`src/rtl/opb_arb_pkg.sv`:
```
// Shared types for the OPB master arbiter: FSM states, slave-response
// priority encoding and the transfer-timeout counter width.
package opb_arb_pkg;

  typedef enum logic [1:0] {
    ST_IDLE  = 2'd0,
    ST_OWNED = 2'd1,
    ST_XFER  = 2'd2
  } arb_state_e;

  // Ordered so that a higher code is a higher-priority response.
  typedef enum logic [1:0] {
    RSP_NONE  = 2'd0,
    RSP_ACK   = 2'd1,
    RSP_RETRY = 2'd2,
    RSP_ERR   = 2'd3
  } rsp_e;

  localparam int TOUT_W = 8;

  // Collapse simultaneous slave responses: error beats retry beats ack.
  function automatic rsp_e rsp_resolve(input logic err, input logic retry, input logic ack);
    if (err) begin
      return RSP_ERR;
    end else if (retry) begin
      return RSP_RETRY;
    end else if (ack) begin
      return RSP_ACK;
    end else begin
      return RSP_NONE;
    end
  endfunction

endpackage

```
`src/rtl/opb_master_arbiter_rr_picker.sv`:
```
// Round-robin picker: returns a one-hot vector selecting the first
// requester at or after the pointer, wrapping around. Purely combinational.
module rr_picker #(
  parameter int N  = 2,
  parameter int IW = 1
) (
  input  logic [N-1:0]  req,
  input  logic [IW-1:0] ptr,
  output logic [N-1:0]  grant
);

  logic found;
  logic take;

  // Walk distances 0..N-1 from the pointer; the first hit claims the grant.
  always_comb begin
    grant = '0;
    found = 1'b0;
    take  = 1'b0;
    for (int k = 0; k < N; k++) begin
      for (int j = 0; j < N; j++) begin
        take     = req[j] & ~found & (((int'(ptr) + k) % N) == j);
        grant[j] = grant[j] | take;
        found    = found | take;
      end
    end
  end

endmodule

```
`src/rtl/opb_master_arbiter.sv`:
```
// Round-robin OPB master arbiter. Registers a one-hot grant, muxes the
// granted master's address/data/BE/RNW/select onto the shared segment,
// routes the winning slave response back to the granted master only,
// honours bus lock and terminates stalled transfers after TOUT_CYCLES.
// Packed master write data arrives on M_wrDBus; M_DBus is the read-data return.
// Optional build macro OPB_ARB_PARK_EN: keep the last grant parked while idle.
module opb_master_arbiter
  import opb_arb_pkg::*;
#(
  parameter int N_MASTERS    = 2,
  parameter int C_OPB_AWIDTH = 32,
  parameter int C_OPB_DWIDTH = 32,
  parameter int TOUT_CYCLES  = 16
) (
  input  logic                               OPB_Clk,
  input  logic                               OPB_Rst,
  input  logic [N_MASTERS-1:0]               M_request,
  input  logic [N_MASTERS-1:0]               M_busLock,
  input  logic [N_MASTERS-1:0]               M_select,
  input  logic [N_MASTERS-1:0]               M_RNW,
  input  logic [N_MASTERS-1:0]               M_seqAddr,
  input  logic [N_MASTERS*C_OPB_AWIDTH-1:0]  M_ABus,
  input  logic [N_MASTERS*C_OPB_DWIDTH/8-1:0] M_BE,
  input  logic [N_MASTERS*C_OPB_DWIDTH-1:0]  M_wrDBus,
  output logic [N_MASTERS-1:0]               M_grant,
  output logic [N_MASTERS-1:0]               M_xferAck,
  output logic [N_MASTERS-1:0]               M_errAck,
  output logic [N_MASTERS-1:0]               M_retry,
  output logic [C_OPB_DWIDTH-1:0]            M_DBus,
  output logic                               OPB_select,
  output logic                               OPB_RNW,
  output logic                               OPB_seqAddr,
  output logic [C_OPB_AWIDTH-1:0]            OPB_ABus,
  output logic [C_OPB_DWIDTH/8-1:0]          OPB_BE,
  output logic [C_OPB_DWIDTH-1:0]            OPB_DBus,
  input  logic                               Sl_xferAck,
  input  logic                               Sl_errAck,
  input  logic                               Sl_retry,
  input  logic                               Sl_toutSup,
  input  logic [C_OPB_DWIDTH-1:0]            Sl_DBus,
  output logic                               OPB_timeout
);

  localparam int IW = (N_MASTERS > 1) ? $clog2(N_MASTERS) : 1;
  localparam int BW = C_OPB_DWIDTH / 8;
`ifdef OPB_ARB_PARK_EN
  localparam logic PARK_EN = 1'b1;
`else
  localparam logic PARK_EN = 1'b0;
`endif

  arb_state_e            state_r;
  logic [N_MASTERS-1:0]  grant_r;
  logic [IW-1:0]         rr_ptr_r;
  logic [TOUT_W-1:0]     tout_cnt_r;

  logic [N_MASTERS-1:0]    pick_s;
  logic [IW-1:0]           rr_next_s;
  logic                    sel_g_s, req_g_s, lock_g_s, seq_g_s, rnw_g_s;
  logic                    owned_s, in_xfer_s, active_s, tout_hit_s, end_s, keep_s;
  logic [TOUT_W-1:0]       cnt_s;
  rsp_e                    rsp_s;
  logic [C_OPB_AWIDTH-1:0] abus_s;
  logic [C_OPB_DWIDTH-1:0] dbus_s;
  logic [BW-1:0]           be_s;

  rr_picker #(.N(N_MASTERS), .IW(IW)) u_picker (
    .req   (M_request),
    .ptr   (rr_ptr_r),
    .grant (pick_s)
  );

  // Per-master controls of the current grant holder (grant is one-hot or zero).
  assign sel_g_s  = |(M_select  & grant_r);
  assign req_g_s  = |(M_request & grant_r);
  assign lock_g_s = |(M_busLock & grant_r);
  assign seq_g_s  = |(M_seqAddr & grant_r);
  assign rnw_g_s  = |(M_RNW     & grant_r);

  // A parked master that requests again owns the bus without waiting a cycle.
  assign owned_s   = (state_r == ST_OWNED) | (PARK_EN & (state_r == ST_IDLE) & req_g_s);
  // The select cycle in OWNED is already the first transfer cycle.
  assign in_xfer_s = (state_r == ST_XFER) | (owned_s & sel_g_s);
  assign active_s  = in_xfer_s & sel_g_s;
  assign cnt_s     = (state_r == ST_XFER) ? tout_cnt_r : '0;

  assign tout_hit_s = active_s & ~Sl_toutSup & ~(Sl_xferAck | Sl_errAck | Sl_retry) &
                      (cnt_s == TOUT_W'(TOUT_CYCLES - 1));
  assign rsp_s  = active_s ? rsp_resolve(Sl_errAck | tout_hit_s, Sl_retry, Sl_xferAck) : RSP_NONE;
  // A dropped select without a response also closes the transfer, silently.
  assign end_s  = in_xfer_s & (~sel_g_s | (rsp_s != RSP_NONE));
  assign keep_s = lock_g_s | (req_g_s & seq_g_s);

  // Next round-robin pointer: the master after the current grant holder.
  always_comb begin
    rr_next_s = '0;
    for (int i = 0; i < N_MASTERS; i++) begin
      rr_next_s = grant_r[i] ? ((i == N_MASTERS - 1) ? IW'(0) : IW'(i + 1)) : rr_next_s;
    end
  end

  // AND-OR mux of the granted master's address, byte enables and write data.
  always_comb begin
    abus_s = '0;
    be_s   = '0;
    dbus_s = '0;
    for (int i = 0; i < N_MASTERS; i++) begin
      abus_s = abus_s | ({C_OPB_AWIDTH{grant_r[i]}} & M_ABus[i*C_OPB_AWIDTH +: C_OPB_AWIDTH]);
      be_s   = be_s   | ({BW{grant_r[i]}} & M_BE[i*BW +: BW]);
      dbus_s = dbus_s | ({C_OPB_DWIDTH{grant_r[i]}} & M_wrDBus[i*C_OPB_DWIDTH +: C_OPB_DWIDTH]);
    end
  end

  assign M_grant     = grant_r;
  assign M_xferAck   = (rsp_s == RSP_ACK)   ? grant_r : '0;
  assign M_retry     = (rsp_s == RSP_RETRY) ? grant_r : '0;
  assign M_errAck    = (rsp_s == RSP_ERR)   ? grant_r : '0;
  assign M_DBus      = ((rsp_s == RSP_ACK) & rnw_g_s) ? Sl_DBus : '0;
  assign OPB_select  = active_s;
  assign OPB_RNW     = active_s & rnw_g_s;
  assign OPB_seqAddr = active_s & seq_g_s;
  assign OPB_ABus    = active_s ? abus_s : '0;
  assign OPB_BE      = active_s ? be_s : '0;
  assign OPB_DBus    = (active_s & ~rnw_g_s) ? dbus_s : '0;
  assign OPB_timeout = tout_hit_s;

  // Arbitration FSM: grant, round-robin pointer and transfer timeout counter.
  always_ff @(posedge OPB_Clk or posedge OPB_Rst) begin
    if (OPB_Rst) begin
      state_r    <= ST_IDLE;
      grant_r    <= '0;
      rr_ptr_r   <= '0;
      tout_cnt_r <= '0;
    end else if (end_s) begin
      tout_cnt_r <= '0;
      if (keep_s) begin
        state_r <= ST_OWNED;
      end else begin
        state_r  <= ST_IDLE;
        rr_ptr_r <= rr_next_s;
        grant_r  <= PARK_EN ? grant_r : '0;
      end
    end else if (in_xfer_s) begin
      state_r    <= ST_XFER;
      tout_cnt_r <= Sl_toutSup ? cnt_s : cnt_s + TOUT_W'(1);
    end else begin
      case (state_r)
        ST_IDLE: begin
          if (owned_s) begin
            state_r <= ST_OWNED;
          end else if (|M_request) begin
            grant_r <= pick_s;
            state_r <= ST_OWNED;
          end else begin
            state_r <= ST_IDLE;
          end
        end
        ST_OWNED: begin
          if (!req_g_s && !lock_g_s) begin
            state_r  <= ST_IDLE;
            rr_ptr_r <= rr_next_s;
            grant_r  <= PARK_EN ? grant_r : '0;
          end else begin
            state_r <= ST_OWNED;
          end
        end
        default: begin
          state_r <= ST_IDLE;
        end
      endcase
    end
  end

endmodule

```
`config.mk`:
```
export PLATFORM = sky130hd
export DESIGN_NAME = opb_master_arbiter
export DESIGN_NICKNAME = d
export VERILOG_FILES = /design/src/rtl/opb_arb_pkg.sv /design/src/rtl/opb_master_arbiter_rr_picker.sv /design/src/rtl/opb_master_arbiter.sv
export SDC_FILE = /design/constraint.sdc
export NUM_CORES = 1
export LEC_CHECK = 0
export BUFFER_PORTS_ARGS = -buffer_cell sky130_fd_sc_hd__buf_2
export CORE_AREA = 2 2 115 117
export CTS_BUF_LIST = sky130_fd_sc_hd__clkbuf_2
export CTS_CLUSTER_SIZE = 10
export DETAILED_ROUTE_END_ITERATION = 12
export DIE_AREA = 0 0 117 119
export GPL_TIMING_DRIVEN = 0
export PLACE_DENSITY = 0.56
export RECOVER_POWER = 100
export SLEW_MARGIN = 20
export SYNTH_ARGS = -nofsm -noshare
export SYNTH_HDL_FRONTEND = slang
export SYNTH_SLANG_ARGS = --single-unit
```
`constraint.sdc`:
```
create_clock -name OPB_Clk -period 3.15 [get_ports OPB_Clk]
set_input_delay 0.4725 -clock OPB_Clk [delete_from_list [all_inputs] [get_ports OPB_Clk]]
set_output_delay 0.4725 -clock OPB_Clk [all_outputs]
set_load 0.01 [all_outputs]
```
**Word level (Yosys, flattened, before mapping)**

Cells that the tools add are included.

- Flip-flop bits (word level): 13
- Output and inout bits: 112
- Logic and storage cells: 120

- Add/sub/neg operators: 2
- Eq/ne operators: 11
- Mux-type cells: 34
- Bitwise operators: 50
- Reductions and logical operators: 19

Operators by type and width:

| operator | number |
|---|---|
| $and 32x32->32 | 4 |
| $mux 32 | 3 |
| $logic_not 32->1 | 2 |
| $or 32x32->32 | 2 |
| $mux 8 | 4 |
| $mux 2 | 13 |
| $and 1x1->1 | 18 |
| $reduce_or 2->1 | 6 |
| $mux 1 | 11 |
| $and 2x2->2 | 5 |
| $or 1x1->1 | 10 |
| $add 8x1->8 const B | 1 |
| $and 4x4->4 | 2 |
| $eq 2x2->1 const B | 4 |
| $eq 8x4->1 const B | 1 |
| $pmux 2 s2 | 2 |
| $reduce_bool 2->1 | 4 |
| $not 1->1 | 7 |
| $reduce_and 5->1 | 1 |
| $eq 2x1->1 const B | 2 |
| $mux 4 | 1 |
| $or 4x4->4 | 1 |
| $reduce_and 4->1 | 1 |
| $ne 3x1->1 const B | 1 |
| 9 further kinds | 10 |

**Longest topological paths before layout**

- Depth in word-level cells: 18
- Gate-level depth with buffers: 9
- Gate-level depth less buffers: 9

**Modules after synthesis**

Synthesis repeated with hierarchy kept, for this count alone.

- Cell total of the unflattened synthesis: 313
- Area, all modules: 2067.0 µm²

Modules (own cells, without submodules):

| module | times used | cells an instance | area an instance (µm²) |
|---|---|---|---|
| opb_master_arbiter | 1 | 310 | 2048.2 |
| rr_picker | 1 | 3 | 18.8 |

**Worst setup path after synthesis**

OpenSTA, ideal clock, no wires.

- Path kind: flip-flop to output port
- Start point: register state_r[0]
- End point: output M_errAck[0]
- Data arrival time: 1.613 ns
- Data required time: 2.677 ns
- Slack: 1.065 ns
- Stages on the path, launching flop included: 9
- Cells stage by stage: dfrtp_1 nand2b_1 nor2_1 ha_1 and3b_1 nand3_1 nor2_1 o21a_1 and2_1

- Word-level cells in the longest chain between the ends: 12
- Elaborated cells between the ends (all ways): 15
- Those cells by class: eq/ne: 4; mux: 4; bitwise: 7

RTL lines:

| item | line | RTL |
|---|---|---|
| start: declaration | opb_master_arbiter.sv:52 | `arb_state_e state_r;` |
| start signal: assignment | opb_master_arbiter.sv:130 | `state_r <= ST_IDLE;` |
| start signal: assignment | opb_master_arbiter.sv:137 | `state_r <= ST_OWNED;` |
| start signal: assignment | opb_master_arbiter.sv:139 | `state_r <= ST_IDLE;` |
| $eq 2x1->1 | opb_master_arbiter.sv:81 | `assign owned_s = (state_r == ST_OWNED) \| (PARK_EN & (state_r == ST_IDLE) & req_g_s);` |
| $and 1x1->1 | opb_master_arbiter.sv:83 | `assign in_xfer_s = (state_r == ST_XFER) \| (owned_s & sel_g_s);` |
| $or 1x1->1 | opb_master_arbiter.sv:83 |  |
| $and 1x1->1 | opb_master_arbiter.sv:84 | `assign active_s = in_xfer_s & sel_g_s;` |
| $and 1x1->1 (3 in series) | opb_master_arbiter.sv:87 | `assign tout_hit_s = active_s & ~Sl_toutSup & ~(Sl_xferAck \| Sl_errAck \| Sl_retry) &` |
| $or 1x1->1 | opb_master_arbiter.sv:89 | `assign rsp_s = active_s ? rsp_resolve(Sl_errAck \| tout_hit_s, Sl_retry, Sl_xferAck) : RSP_NONE;` |
| $mux 2 | opb_arb_pkg.sv:23 | `if (err) begin` |
| $mux 2 * | opb_master_arbiter.sv:89 |  |
| $eq 2x2->1 * | opb_master_arbiter.sv:117 | `assign M_errAck = (rsp_s == RSP_ERR) ? grant_r : '0;` |
| $mux 2 * | opb_master_arbiter.sv:117 |  |
| end: declaration | opb_master_arbiter.sv:27 | `output logic [N_MASTERS-1:0] M_errAck,` |

Every way passes the cells marked *; elsewhere a longest branch is shown, timed or not.

**Worst setup path after layout**

- Start point: register state_r[1]
- End point: output OPB_DBus[30]

- Word-level cells in the longest chain between the ends: 6
- Elaborated cells between the ends (all ways): 7
- Those cells by class: eq/ne: 2; mux: 1; bitwise: 4

RTL lines:

| item | line | RTL |
|---|---|---|
| $eq 2x1->1 | opb_master_arbiter.sv:81 |  |
| $and 1x1->1 | opb_master_arbiter.sv:83 |  |
| $or 1x1->1 * | opb_master_arbiter.sv:83 |  |
| $and 1x1->1 * | opb_master_arbiter.sv:84 |  |
| $and 1x1->1 * | opb_master_arbiter.sv:124 | `assign OPB_DBus = (active_s & ~rnw_g_s) ? dbus_s : '0;` |
| $mux 32 * | opb_master_arbiter.sv:124 |  |
| end: declaration | opb_master_arbiter.sv:35 | `output logic [C_OPB_DWIDTH-1:0] OPB_DBus,` |

Marks and branches as above.

==> results.yml <==
outcome:
  status: "finished, final reports clean"
setup_path:
  cp.required_ns: 2.68
  r2r_slack_ns: 0.73
  crit_type: "reg -> out"
  crit_path_max_fanout: 10
  start_kind: "register"
  cp.arrival_ns: 2.38
  end_kind: "primary output"
placed_design:
  dp_slack_ns: 0.640
  place_inst: 783
  hpwl_um: 10200
  gp_congestion: 0.833
  portBuffers: 295
  placed_area_mm2: 0.00377
routing:
  wire_per_inst_um: 15.0
  drtAntennaViolNets: 0
  drc: 0
  drt-pass1-iter-count: 4
  drt_iter0_drc: 132
  totalWireLength_um: 11800
  drt-vias-per-instance: 4.42
  num_vias: 3479
cts:
  ctsHoldBuffers: 0
  cts_setup_buffers: 0
  clk_latency_ns: 0.26
  path_clk_slew_ns: 0.13
  htreeDepth: 1
  root_buffer: "clkbuf_2"
  ctsResizeCount: 0
  numCtsBuffers: 3
  cts_buffer_depth: 2
  cts_tree: "done"
  cts_sinks: 13
sta:
  worst_slack_ns: 0.293
  slew_violations: 0
  fin_crit_sh_pct: 90.7
  clock.fmax_ghz: 0.350
  grt_setup_unrepaired: "no"
  max_slew_margin_pct: 58.2
  post-route-min-period_ns: 2.86
  tns_ns: 0
  skew_ns: 0.00589
  hold_ws_ns: 0.215
  hold_viol: 0
  finalSetupViolations: 0
  tightest_slew_ns: 0.627
die:
  initial_core_util_pct: 16.1
  ios: 296
  rows: 42
  die_x_um: 117
  dieHeight_um: 119
  dieArea_mm2: 0.0139
  core_area_mm2: 0.0129
final_layout:
  instances_no_fill: 787
  layout-drive-gt1-share_pct: 38.3
  utilization_pct: 28.5
  fin_area_mm2: 0.00367
  antenna_cells: 0
  fin_nets: 797
  n_fill_cell: 1540
  area_delta_synth_final_pct: 76.9
synth:
  seq_area_frac_synth_pct: 15.7
  async_flop_share_pct: 100
  synth_area_per_cell_um2: 6.64
  synth-main-ff-cell: "dfrtp_1"
  synth_area_mm2: 0.00207
  synth_warnings: 0
  ys_seq_elements: 13
  synth_edf_count: 0
  synthDistinctLibCells: 42
  synthesis.nets: 497
  netlist_instances: 312
pwr:
  p_per_area_mw_per_mm2: 450
  peakVddDrop_v: 0.000200
  leakage_nw: 1.77
  power_mw: 1.65
global_routing:
  grt.overflow.total: 0
  grt_max_degree: 14
  grt_busiest_layer: "met2"
  antenna_found_initial: 0
  grt_pass1_wl_um: 17200
  gr-usage-all-layers_pct: 15.6
  grtUsageMet1_pct: 20.5
  grt_pass1_vias: 3257
  gr-usage-met2_pct: 27.8
  use_met3_pct: 2.09
hold_path:
  min_path_type: "in -> async"
flow_run:
  max-cap-violations: 0
metal layers:
metal	up-vias	share of wire, %	routed length, µm
met2	182	49	5790
met5	-	0	0
met4	0	0.65	77
li1	1735	-	-
met1	1556	43	5110
met3	6	7.2	855
final timing paths:
check,from,cells after the start,end
max in group asynchronous,OPB_Rst,2,tout_cnt_r[6]
setup reg to reg,state_r[0],8,rr_ptr_r
hold / removal,OPB_Rst,2,state_r[1]
setup / recovery,state_r[1],8,OPB_DBus[30]
hold reg to reg,tout_cnt_r[3],1,tout_cnt_r[3]
min in group OPB_Clk,Sl_toutSup,2,tout_cnt_r[0]
cell families after synthesis:
| logic type | Yosys count | share of synthesized area (%) |
|---|---|---|
| flip-flops | 13 | 15.7 |
| adder cells (fa/ha/maj) | 1 | 0.603 |
| AND/OR/NAND/NOR | 152 | 36.3 |
| multiplexers | 1 | 0.724 |
| AO/OA/AOI/OAI | 109 | 39.3 |
| buffers and inverters | 35 | 6.88 |
| XOR/XNOR | 1 | 0.423 |
worst max-delay path: stages, from the launching register on:
cell and delay, ns:
dfrtp_1 0.48, nor2b_1 0.16, buf_4 0.17, o21ai_4 0.37, inv_1 0.19, nand2_1 0.24, buf_2 0.27, nor2_1 0.09
clkbuf_1 0.13
layout by cell type (no fill, tap or decap), types with 2 or more instances in the layout:
cell / count
and2_1: 10
a21o_1: 2
clkbuf_1: 100
a22oi_1: 72
a32o_1: 4
dfrtp_1: 13
inv_1: 7
nand3_1: 3
and2_0: 24
nand2b_1: 4
a21oi_1: 10
a22o_1: 2
o21ai_0: 9
clkbuf_2: 5
nor3_1: 4
nand2_1: 11
buf_2: 220
a31oi_1: 3
and3_1: 5
nor2b_1: 2
and3b_1: 2
nor2_1: 80
cells in the mapped netlist, drive strengths merged (2+ instances only):
master  number  area [µm²]
o21ai       10        61.3
a22oi       72         541
a21oi       10        57.6
nor2b        2        12.5
buf          7        37.5
nand3        3        15.0
a31oi        3        33.8
nand2       12        47.6
and3b        2        17.5
nand2b       4        25.0
a22o         2        17.5
inv          8        30.0
nor2        80         300
nor3         5        36.3
nor4         2        27.5
and3         5        31.3
and2        34         213
a32o         4        40.0
a21o         2        15.0
dfrtp       13         325
clkbuf      20        75.1
flip-flops by register name, summed over array words and instances (netlist names):
| register | cells |
|---|---|
| state_r | 2 |
| tout_cnt_r | 8 |
| rr_ptr_r | 1 |
| M_grant | 2 |
final cells by class:
class | instances | area [µm²] | area share [%]
buffer | 27 | 109 | 2.97
tap | 176 | 220 | 6.00
inverter | 8 | 30.0 | 0.819
multi-input combinational | 264 | 1580 | 43.2
clock buffer | 4 | 20.0 | 0.546
timing repair buffer | 295 | 1380 | 37.6
sequential | 13 | 325 | 8.87
power by group:
group	switching (mW)	internal (mW)
logic	0.830	0.489
registers	0.0479	0.195
clock network	0.0543	0.0337
total	0.933	0.717
No activity file was read; power rests on OpenSTA's default activity.
